### src/rtl/alu_client_pkg.sv
`default_nettype none
// +----------------------------------------------------------------------+
// | Module      : alu_client_pkg                                         |
// | Description : Shared state encoding and timeout default for the      |
// |               host end of the 3-byte ALU link.                       |
// | Revision    : 1.0 - initial release                                  |
// +----------------------------------------------------------------------+
package alu_client_pkg;

  // Default number of baud ticks to wait for the result byte
  localparam logic [15:0] c_TIMEOUT_TICKS_DEFAULT = 16'd40000;

  // One-hot state encoding; any other value is treated as illegal
  typedef enum logic [7:0] {
    ST_IDLE     = 8'b0000_0001,
    ST_SEND_A   = 8'b0000_0010,
    ST_WAIT_A   = 8'b0000_0100,
    ST_SEND_B   = 8'b0000_1000,
    ST_WAIT_B   = 8'b0001_0000,
    ST_SEND_OP  = 8'b0010_0000,
    ST_WAIT_OP  = 8'b0100_0000,
    ST_WAIT_RES = 8'b1000_0000
  } state_t;

endpackage
`default_nettype wire

### src/rtl/alu_client_tick_timer.sv
`default_nettype none
// +----------------------------------------------------------------------+
// | Module      : alu_client_tick_timer                                  |
// | Description : Saturating tick counter with clear and enable; flags   |
// |               expiry once TIMEOUT_TICKS ticks have been counted.     |
// | Revision    : 1.0 - initial release                                  |
// +----------------------------------------------------------------------+
module alu_client_tick_timer
  import alu_client_pkg::*;
#(
  parameter logic [15:0] TIMEOUT_TICKS = c_TIMEOUT_TICKS_DEFAULT
) (
  input  logic clk,
  input  logic reset,
  input  logic clear,
  input  logic enable,
  input  logic tick,
  output logic expired
);

  logic [15:0] r_count;

  // Count ticks while enabled, holding at the limit; clear has priority
  always_ff @(posedge clk or posedge reset) begin
    if (reset) begin
      r_count <= '0;
    end else if (clear) begin
      r_count <= '0;
    end else if (enable && tick && (r_count != TIMEOUT_TICKS)) begin
      r_count <= r_count + 16'd1;
    end
  end

  assign expired = (r_count == TIMEOUT_TICKS);

endmodule
`default_nettype wire

### src/rtl/alu_client.sv
`default_nettype none
// +----------------------------------------------------------------------+
// | Module      : alu_client                                             |
// | Description : Host end of the 3-byte UART ALU link. Sends operand A, |
// |               operand B and opcode, then waits for one result byte   |
// |               or gives up after TIMEOUT_TICKS baud ticks.            |
// | Revision    : 1.0 - initial release                                  |
// +----------------------------------------------------------------------+
module alu_client
  import alu_client_pkg::*;
#(
  parameter logic [15:0] TIMEOUT_TICKS = c_TIMEOUT_TICKS_DEFAULT
) (
  input  logic       clk,
  input  logic       reset,
  input  logic       req_valid,
  input  logic [7:0] req_a,
  input  logic [7:0] req_b,
  input  logic [7:0] req_op,
  output logic       req_ready,
  output logic [7:0] to_tx,
  output logic       tx_start,
  input  logic       tx_done,
  input  logic       rx_done,
  input  logic [7:0] from_rx,
  input  logic       tick,
  output logic       resp_valid,
  output logic [7:0] resp_data,
  output logic       resp_timeout,
  output logic       busy
);

  state_t     r_state;
  logic [7:0] r_op_a;
  logic [7:0] r_op_b;
  logic [7:0] r_op_code;
  logic       w_in_wait_res;
  logic       w_expired;

  // Timer only runs while waiting for the result; it is held clear
  // everywhere else so it always starts from zero on entry.
  assign w_in_wait_res = (r_state == ST_WAIT_RES);

  alu_client_tick_timer #(
    .TIMEOUT_TICKS (TIMEOUT_TICKS)
  ) u_tick_timer (
    .clk     (clk),
    .reset   (reset),
    .clear   (!w_in_wait_res),
    .enable  (w_in_wait_res),
    .tick    (tick),
    .expired (w_expired)
  );

  // Link sequencer: every output is loaded on the transition into the
  // state that owns it, so pulses line up with SEND/response states.
  always_ff @(posedge clk or posedge reset) begin
    if (reset) begin
      r_state      <= ST_IDLE;
      r_op_a       <= '0;
      r_op_b       <= '0;
      r_op_code    <= '0;
      to_tx        <= '0;
      tx_start     <= 1'b0;
      resp_valid   <= 1'b0;
      resp_data    <= '0;
      resp_timeout <= 1'b0;
      busy         <= 1'b0;
      req_ready    <= 1'b1;
    end else begin
      tx_start     <= 1'b0;
      resp_valid   <= 1'b0;
      resp_timeout <= 1'b0;
      case (r_state)
        ST_IDLE: begin
          if (req_valid && req_ready) begin
            r_op_a    <= req_a;
            r_op_b    <= req_b;
            r_op_code <= req_op;
            to_tx     <= req_a;
            tx_start  <= 1'b1;
            req_ready <= 1'b0;
            busy      <= 1'b1;
            r_state   <= ST_SEND_A;
          end
        end
        ST_SEND_A: begin
          // keep to_tx pinned to the latched operand for the whole byte
          to_tx   <= r_op_a;
          r_state <= ST_WAIT_A;
        end
        ST_WAIT_A: begin
          if (tx_done) begin
            to_tx    <= r_op_b;
            tx_start <= 1'b1;
            r_state  <= ST_SEND_B;
          end
        end
        ST_SEND_B: begin
          r_state <= ST_WAIT_B;
        end
        ST_WAIT_B: begin
          if (tx_done) begin
            to_tx    <= r_op_code;
            tx_start <= 1'b1;
            r_state  <= ST_SEND_OP;
          end
        end
        ST_SEND_OP: begin
          r_state <= ST_WAIT_OP;
        end
        ST_WAIT_OP: begin
          if (tx_done) begin
            r_state <= ST_WAIT_RES;
          end
        end
        ST_WAIT_RES: begin
          // a result byte beats a simultaneous timeout
          if (rx_done) begin
            resp_data  <= from_rx;
            resp_valid <= 1'b1;
            req_ready  <= 1'b1;
            busy       <= 1'b0;
            r_state    <= ST_IDLE;
          end else if (w_expired) begin
            resp_timeout <= 1'b1;
            req_ready    <= 1'b1;
            busy         <= 1'b0;
            r_state      <= ST_IDLE;
          end
        end
        default: begin
          req_ready <= 1'b1;
          busy      <= 1'b0;
          r_state   <= ST_IDLE;
        end
      endcase
    end
  end

endmodule
`default_nettype wire

### config.mk
export PLATFORM = sky130hd
export DESIGN_NAME = alu_client
export DESIGN_NICKNAME = d
export VERILOG_FILES = /design/src/rtl/alu_client_pkg.sv /design/src/rtl/alu_client_tick_timer.sv /design/src/rtl/alu_client.sv
export SDC_FILE = /design/constraint.sdc
export NUM_CORES = 1
export LEC_CHECK = 0
export BUFFER_PORTS_ARGS = -buffer_cell sky130_fd_sc_hd__buf_2
export CELL_PAD_IN_SITES_DETAIL_PLACEMENT = 0
export CELL_PAD_IN_SITES_GLOBAL_PLACEMENT = 1
export CORE_MARGIN = 2
export CORE_UTILIZATION = 43
export CTS_CLUSTER_SIZE = 28
export DETAILED_ROUTE_END_ITERATION = 8
export GPL_TIMING_DRIVEN = 0
export PLACE_DENSITY_LB_ADDON = 0.1
export SYNTH_ARGS = -nofsm -noshare
export SYNTH_HDL_FRONTEND = slang
export SYNTH_SLANG_ARGS = --single-unit
### constraint.sdc
create_clock -name clk -period 2.76 [get_ports clk]
set_input_delay 0.138 -clock clk [delete_from_list [all_inputs] [get_ports clk]]
set_output_delay 0.138 -clock clk [all_outputs]
set_load 0.01 [all_outputs]
# Yosys cells after proc, flatten, opt, wreduce, memory -nomap -nowiden
# Index checks and enable logic that the tools add are counted.
classes:
  addsub: 1
  eq_ne: 16
  muxes: 29
  bitwise_logic: 1
  n_reduce_logical: 11
ops:
  columns: ["op", "n"]
  rows:
  - ["$mux 8", 9]
  - ["$pmux 8 s8", 1]
  - ["$mux 16", 2]
  - ["$pmux 8 s4", 1]
  - ["$add 16x1->16 const B", 1]
  - ["$eq 16x16->1 const B", 1]
  - ["$ne 16x16->1 const B", 1]
  - ["$mux 1", 13]
  - ["$ne 2x2->1 const B", 5]
  - ["$eq 8x1->1 const B", 1]
  - ["$eq 8x2->1 const B", 1]
  - ["$eq 8x3->1 const B", 1]
  - ["$eq 8x4->1 const B", 1]
  - ["$eq 8x5->1 const B", 1]
  - ["$eq 8x6->1 const B", 1]
  - ["$eq 8x7->1 const B", 1]
  - ["$eq 8x8->1 const B", 1]
  - ["$pmux 1 s3", 2]
  - ["$reduce_or 6->1", 1]
  - ["$reduce_and 5->1", 1]
  - ["$reduce_and 2->1", 2]
  - ["$reduce_and 4->1", 1]
  - ["$reduce_bool 4->1", 1]
  - ["$logic_and 1x1->1", 3]
  - ["5 further kinds", 5]
word_totals:
  regBits: 69
  in_bits: 38
  output_inout_bits: 21
  wordCells: 70

# Logic depth before layout (Yosys ltp)
depth:
  ltp_word: 5
  depth_mapped: 7
  mapped_depth_nobuf: 7

# Hierarchy
# From an unflattened synthesis, not the netlist that was laid out.
unflattened:
  hier_cells: 304
  hier_area_um2: 3518.4
modules_own_cells:
  columns: ["mod", "n_inst", "cells_per_inst", "area_per_inst_um2"]
  rows:
  - ["alu_client", 1, 201, 2548.7]
  - ["alu_client_tick_timer", 1, 103, 969.7]

# Worst setup path after synthesis
# No wires, ideal clock.
synth_path:
  path_type: "register -> register"
  from: "register r_state[5]"
  to: "register req_ready"
  setup_time_ns: 0.079
  arrival_time_ns: 1.903
  required_ns: 2.681
  path_slack_ns: 0.778
  path_stages_with_launch: 7
  cell_sequence: "dfrtp_1 -> buf_2 -> or4_4 -> nor4b_4 -> nand3b_2 -> o2111a_1 -> a22o_1"
synth_between:
  elab_chain_cells: 4
  word_cells_on_any_way: 14
  classes_between: "eq/ne: 10; mux: 1; bitwise: 1; reduce/logical: 2"
synth_lines:
  columns: ["item", "line", "text"]
  rows:
  - ["from (decl)", "alu_client.sv:33", "state_t r_state;"]
  - ["from (signal assigned)", "alu_client.sv:59", "r_state <= ST_IDLE;"]
  - ["from (signal assigned)", "alu_client.sv:84", "r_state <= ST_SEND_A;"]
  - ["from (signal assigned)", "alu_client.sv:90", "r_state <= ST_WAIT_A;"]
  - ["$eq 8x7->1 (tied with other cells)", "alu_client.sv:74", "case (r_state)"]
  - ["$reduce_or 6->1 (no source line)", null, null]
  - ["$not 1->1 (no source line)", null, null]
  - ["$reduce_and 3->1 (no source line)", null, null]
  - ["to (signal assigned)", "alu_client.sv:69", "req_ready <= 1'b1;"]
  - ["to (signal assigned)", "alu_client.sv:82", "req_ready <= 1'b0;"]
  - ["to (signal assigned)", "alu_client.sv:122", "req_ready <= 1'b1;"]
  - ["to (decl)", "alu_client.sv:20", "output logic req_ready,"]
# Several ways; a longest one is shown, not always the timed one.
# A chain may end at the register's enable or synchronous reset.

# Worst setup path after layout
layout_path:
  from: "register r_state[5]"
  to: "register to_tx[4]"
layout_between:
  elab_chain_cells: 3
  word_cells_on_any_way: 10
  classes_between: "eq/ne: 7; mux: 1; reduce/logical: 2"
layout_lines:
  columns: ["item", "line", "text"]
  rows:
  - ["$eq 8x5->1 (tied with other cells)", "alu_client.sv:74", null]
  - ["$reduce_bool 4->1 (no source line) / $ne 2x2->1 (equally long branches)", null, null]
  - ["$reduce_and 4->1 (no source line)", null, null]
  - ["to (signal assigned)", "alu_client.sv:80", "to_tx <= req_a;"]
  - ["to (signal assigned)", "alu_client.sv:89", "to_tx <= r_op_a;"]
  - ["to (signal assigned)", "alu_client.sv:94", "to_tx <= r_op_b;"]
  - ["to (decl)", "alu_client.sv:21", "output logic [7:0] to_tx,"]
# Several ways; a longest one is shown, not always the timed one.

==> results by group <==
Worst setup path
  – Most used cell, CP: buf_2
  – Worst Path Class, Setup: register to register
  – Reg2reg end: to_tx[4]$_DFFE_PP0P_
  – RR Startpoint: r_state[5]$_DFFE_PP0P_
  – R2R Setup Slk: 0.32 ns
  – R2R cell count: 7
  – Critical-path top delay cell: a21boi_1
  – CP Data Arrival Time: 2.70 ns
  – Crit start category: register
  – CP Max Fanout: 10
  – WP data required: 3.02 ns
  – Ordered cell list for the critical path: buf_2, nor4_2, o2111ai_2, a21boi_1, buf_2, nor2_1, a31oi_1
  – Setup crit end kind: register
  – CP peak stage delay: 0.46 ns
  – Crit path buf inv count: 2
  – Top delay family on crit path: compound AO/OA/AOI/OAI gates

Drt
  – Drc violations: 0
  – Antenna Nets Post-Route: 0
  – Drt total wl: 6920 um
  – Routed wire length per instance: 15.0 um
  – Vias/cell: between 5 and 6
  – First-pass DRT Iterations: 4
  – Via count: around 2500
  – Initial drt markers: 122

Synthesis
  – Share of the synthesized area in the top cell type: 52.1%
  – Synth cell count leaders: dfrtp_1, mux2_2, nor2_1
  – Post-synthesis async set-or-reset flop share: 100%
  – Mapped Area: ~0.0032 sq mm
  – Yosys warning count: 0
  – Post-synth top area cell: dfrtp_1
  – Compound-cell area share of the yosys netlist: ~12%
  – Netlist cell types: 46
  – Number of synthesized register bits: between 60 and 70
  – Post-synth EDFFs: 0
  – Count leader, synth: dfrtp_1
  – Adder-cell share of the synthesized area: 0.778%
  – Simple-Gate Fraction of Synth Area: 16.3%
  – Ranking of synthesized cells by area: dfrtp_1, mux2_2, xor2_1, nor2_1, a22oi_1
  – Avg Cell Area, Syn: 11.1 sq um
  – Main combinational cell family by area after synthesis: simple AND/OR/NAND/NOR gates
  – Xor/xnor share of the synthesized area: 4.08%
  – Post-synth net total: 329
  – Top FF cell, synth: dfrtp_1
  – Sequential area share after synthesis: between 50% and 60%
  – Synth Instances: between 200 and 300
  – Multiplexer share of the synthesized area: 10.5%

Global routing
  – Grt ovf: 0
  – First-pass GRT wire length: 11700 um
  – Largest net degree at the start of global routing: 70
  – Initial antenna violation count: 0
  – Tot GR Track Use: ~18%
  – Vias in the first global route: ~2300

Timing
  – Final hold viol count: 0
  – Fmax: 411 MHz
  – Skew final: 0.00843 ns
  – Fin crit period: 2.44 ns
  – Final max-slew violation count: 0
  – Final cycle utilization of the critical path: between 80% and 90%
  – Finish-stage setup viols: 0
  – Slew headroom: 43.5%
  – RSZ-0062 raised after global routing: false
  – Slew @ Worst Pin: 0.848 ns

Cells and area
  – Syn-to-layout area delta: 19.8%
  – Final Core Density: 53.1%
  – Final nets: 399
  – Layout cell share with drive strength beyond 1: 32.8%
  – Fill cells: 692
  – Design area: 0.00385 sq mm
  – Antenna cell count: 0
  – Layout Cells excl Fill: 462

Floorplanning
  – # IOs: between 50 and 60
  – Row count: 31
  – Initial Utilization: 44.4%
  – Die ar.: 0.00819 sq mm
  – DIE WIDTH: 90.5 um
  – Core area: 0.00725 sq mm
  – Die H: 90.5 um

CTS
  – Postcts setup bufs: 0
  – Clk buf depth: 2
  – Clk Latency, worst-skew pair: approximately 0.34 ns
  – Clk root buf: clkbuf_8
  – CTS Buf Count: 9
  – CTS tree: yes
  – Clock Sink Count: 69
  – H-tree level count: 3
  – Clk slew on worst S/H paths: 0.08 ns

Pwr
  – P_leak: 1.75 nW
  – Peak supply drop: ~0.56 mV
  – Cell area power density: 891 mW/mm^2

Hold path
  – Hold Startpoint: req_op[0]
  – Worst hold path endpoint: r_op_code[0]$_DFFE_PP0P_
  – Worst Hold Depth: 2
  – Worst hold-check path type: primary input to register

Placement
  – IO Port Bufs: 57
  – Post-DP Area: 0.00363 sq mm
  – Dpl cells: 445
  – GPL Wtd Cong: between 0.7 and 0.8
  – Hpwl dp: 4710 um

Outcome
  – Outcome: finished clean

Flow run
  – Maxcap violations: 0
[cell families after synthesis]
logic type	Yosys count
AO/OA/AOI/OAI	54
flip-flops	69
buffers and inverters	24
XOR/XNOR	15
multiplexers	30
AND/OR/NAND/NOR	95
adder cells (fa/ha/maj)	2
[sequential cells by signal (all words and copies together), names as in the netlist, 8 cells and up]
name / flops
r_op_a: 8
r_op_b: 8
r_op_code: 8
r_state: 8
resp_data: 8
to_tx: 8
u_tick_timer.r_count: 16
[through the flow]
stage	setup TNS, ns	setup slack (ns)	power (mW)	hold WS (ns)
final	0	0.324	3.44	0.0172
after global routing	0	0.156	3.68	0.000488
after CTS	0	0.142	3.46	0.00435
after detailed placement	0	0.164	2.62	0.374
after global placement	-2.27	-0.0376	2.61	0.370
after floorplan	0	0.778	2.30	0.211
[report_power, final]
group | internal (mW) | switching (mW)
clock network | 0.438 | 0.391
logic | 0.540 | 0.595
registers | 1.32 | 0.156
total | 2.29 | 1.14
[cell type report]
type                    instances  area [sq um]  share of cell area (%)
inverters                      11          43.8                    1.14
clock buffers                  10           138                    3.57
clock inverters                 5          61.3                    1.59
plain buffers                  13          55.1                    1.43
repair buffers                 59           305                    7.92
multi-input cells             196          1400                    36.3
well taps                      99           124                    3.21
flip-flops and latches         69          1730                    44.9
[per-layer routing]
metal	up-vias	wire (um)	GRT usage, %	part of all wire [%]
met1	1202	3320	24.3	48
met3	8	372	6.76	5.4
met5	-	0	0	0
met2	59	3160	27.6	46
met4	0	72	4.23	1.0
li1	1192	-	-	-
[placed cells by master (no fill, tap or decap), types with 3 or more instances in the layout]
master,instances
dfrtp_1,67
buf_2,62
mux2_2,30
nor2_1,29
nand2_1,15
xor2_1,14
a22oi_1,12
o21ai_0,11
inv_1,10
nand4_1,10
nand3_1,10
clkbuf_8,10
a31oi_1,7
clkbuf_1,6
nor4_1,5
a21oi_1,5
and2_1,4
o21a_1,4
nor3_1,3
clkinvlp_4,3
[worst max-delay path by stage]
| stage | start | end | slack, ns | cells past startpoint |
|---|---|---|---|---|
| 4_1_cts | r_state[5]$_DFFE_PP0P_ | to_tx[4]$_DFFE_PP0P_ | 0.14 | 7 |
| 3_5_place_dp | r_state[5]$_DFFE_PP0P_ | to_tx[0]$_DFFE_PP0P_ | 0.16 | 7 |
| 5_1_grt | r_state[5]$_DFFE_PP0P_ | to_tx[2]$_DFFE_PP0P_ | 0.16 | 7 |
| 3_3_place_gp | reset | r_state[3]$_DFFE_PP0P_ | -0.04 | 2 |
| 6_report | r_state[5]$_DFFE_PP0P_ | to_tx[4]$_DFFE_PP0P_ | 0.32 | 7 |
| 2_1_floorplan | r_state[5]$_DFFE_PP0P_ | req_ready$_DFFE_PP1P_ | 0.78 | 6 |
[worst reg2reg max path: stages (launching register included)]
cell and delay, ns:
dfrtp_1 0.35, buf_2 0.16, nor4_2 0.44, o2111ai_2 0.45, a21boi_1 0.46, buf_2 0.29, nor2_1 0.06, a31oi_1 0.14
[timing repair]
action	CTS	global route
resized for setup	0	1
endpoints found under the hold margin	3	1
hold buffers	1	1
setup endpoints to repair	0	6
Note: power is estimated with default switching activity, not from simulation.
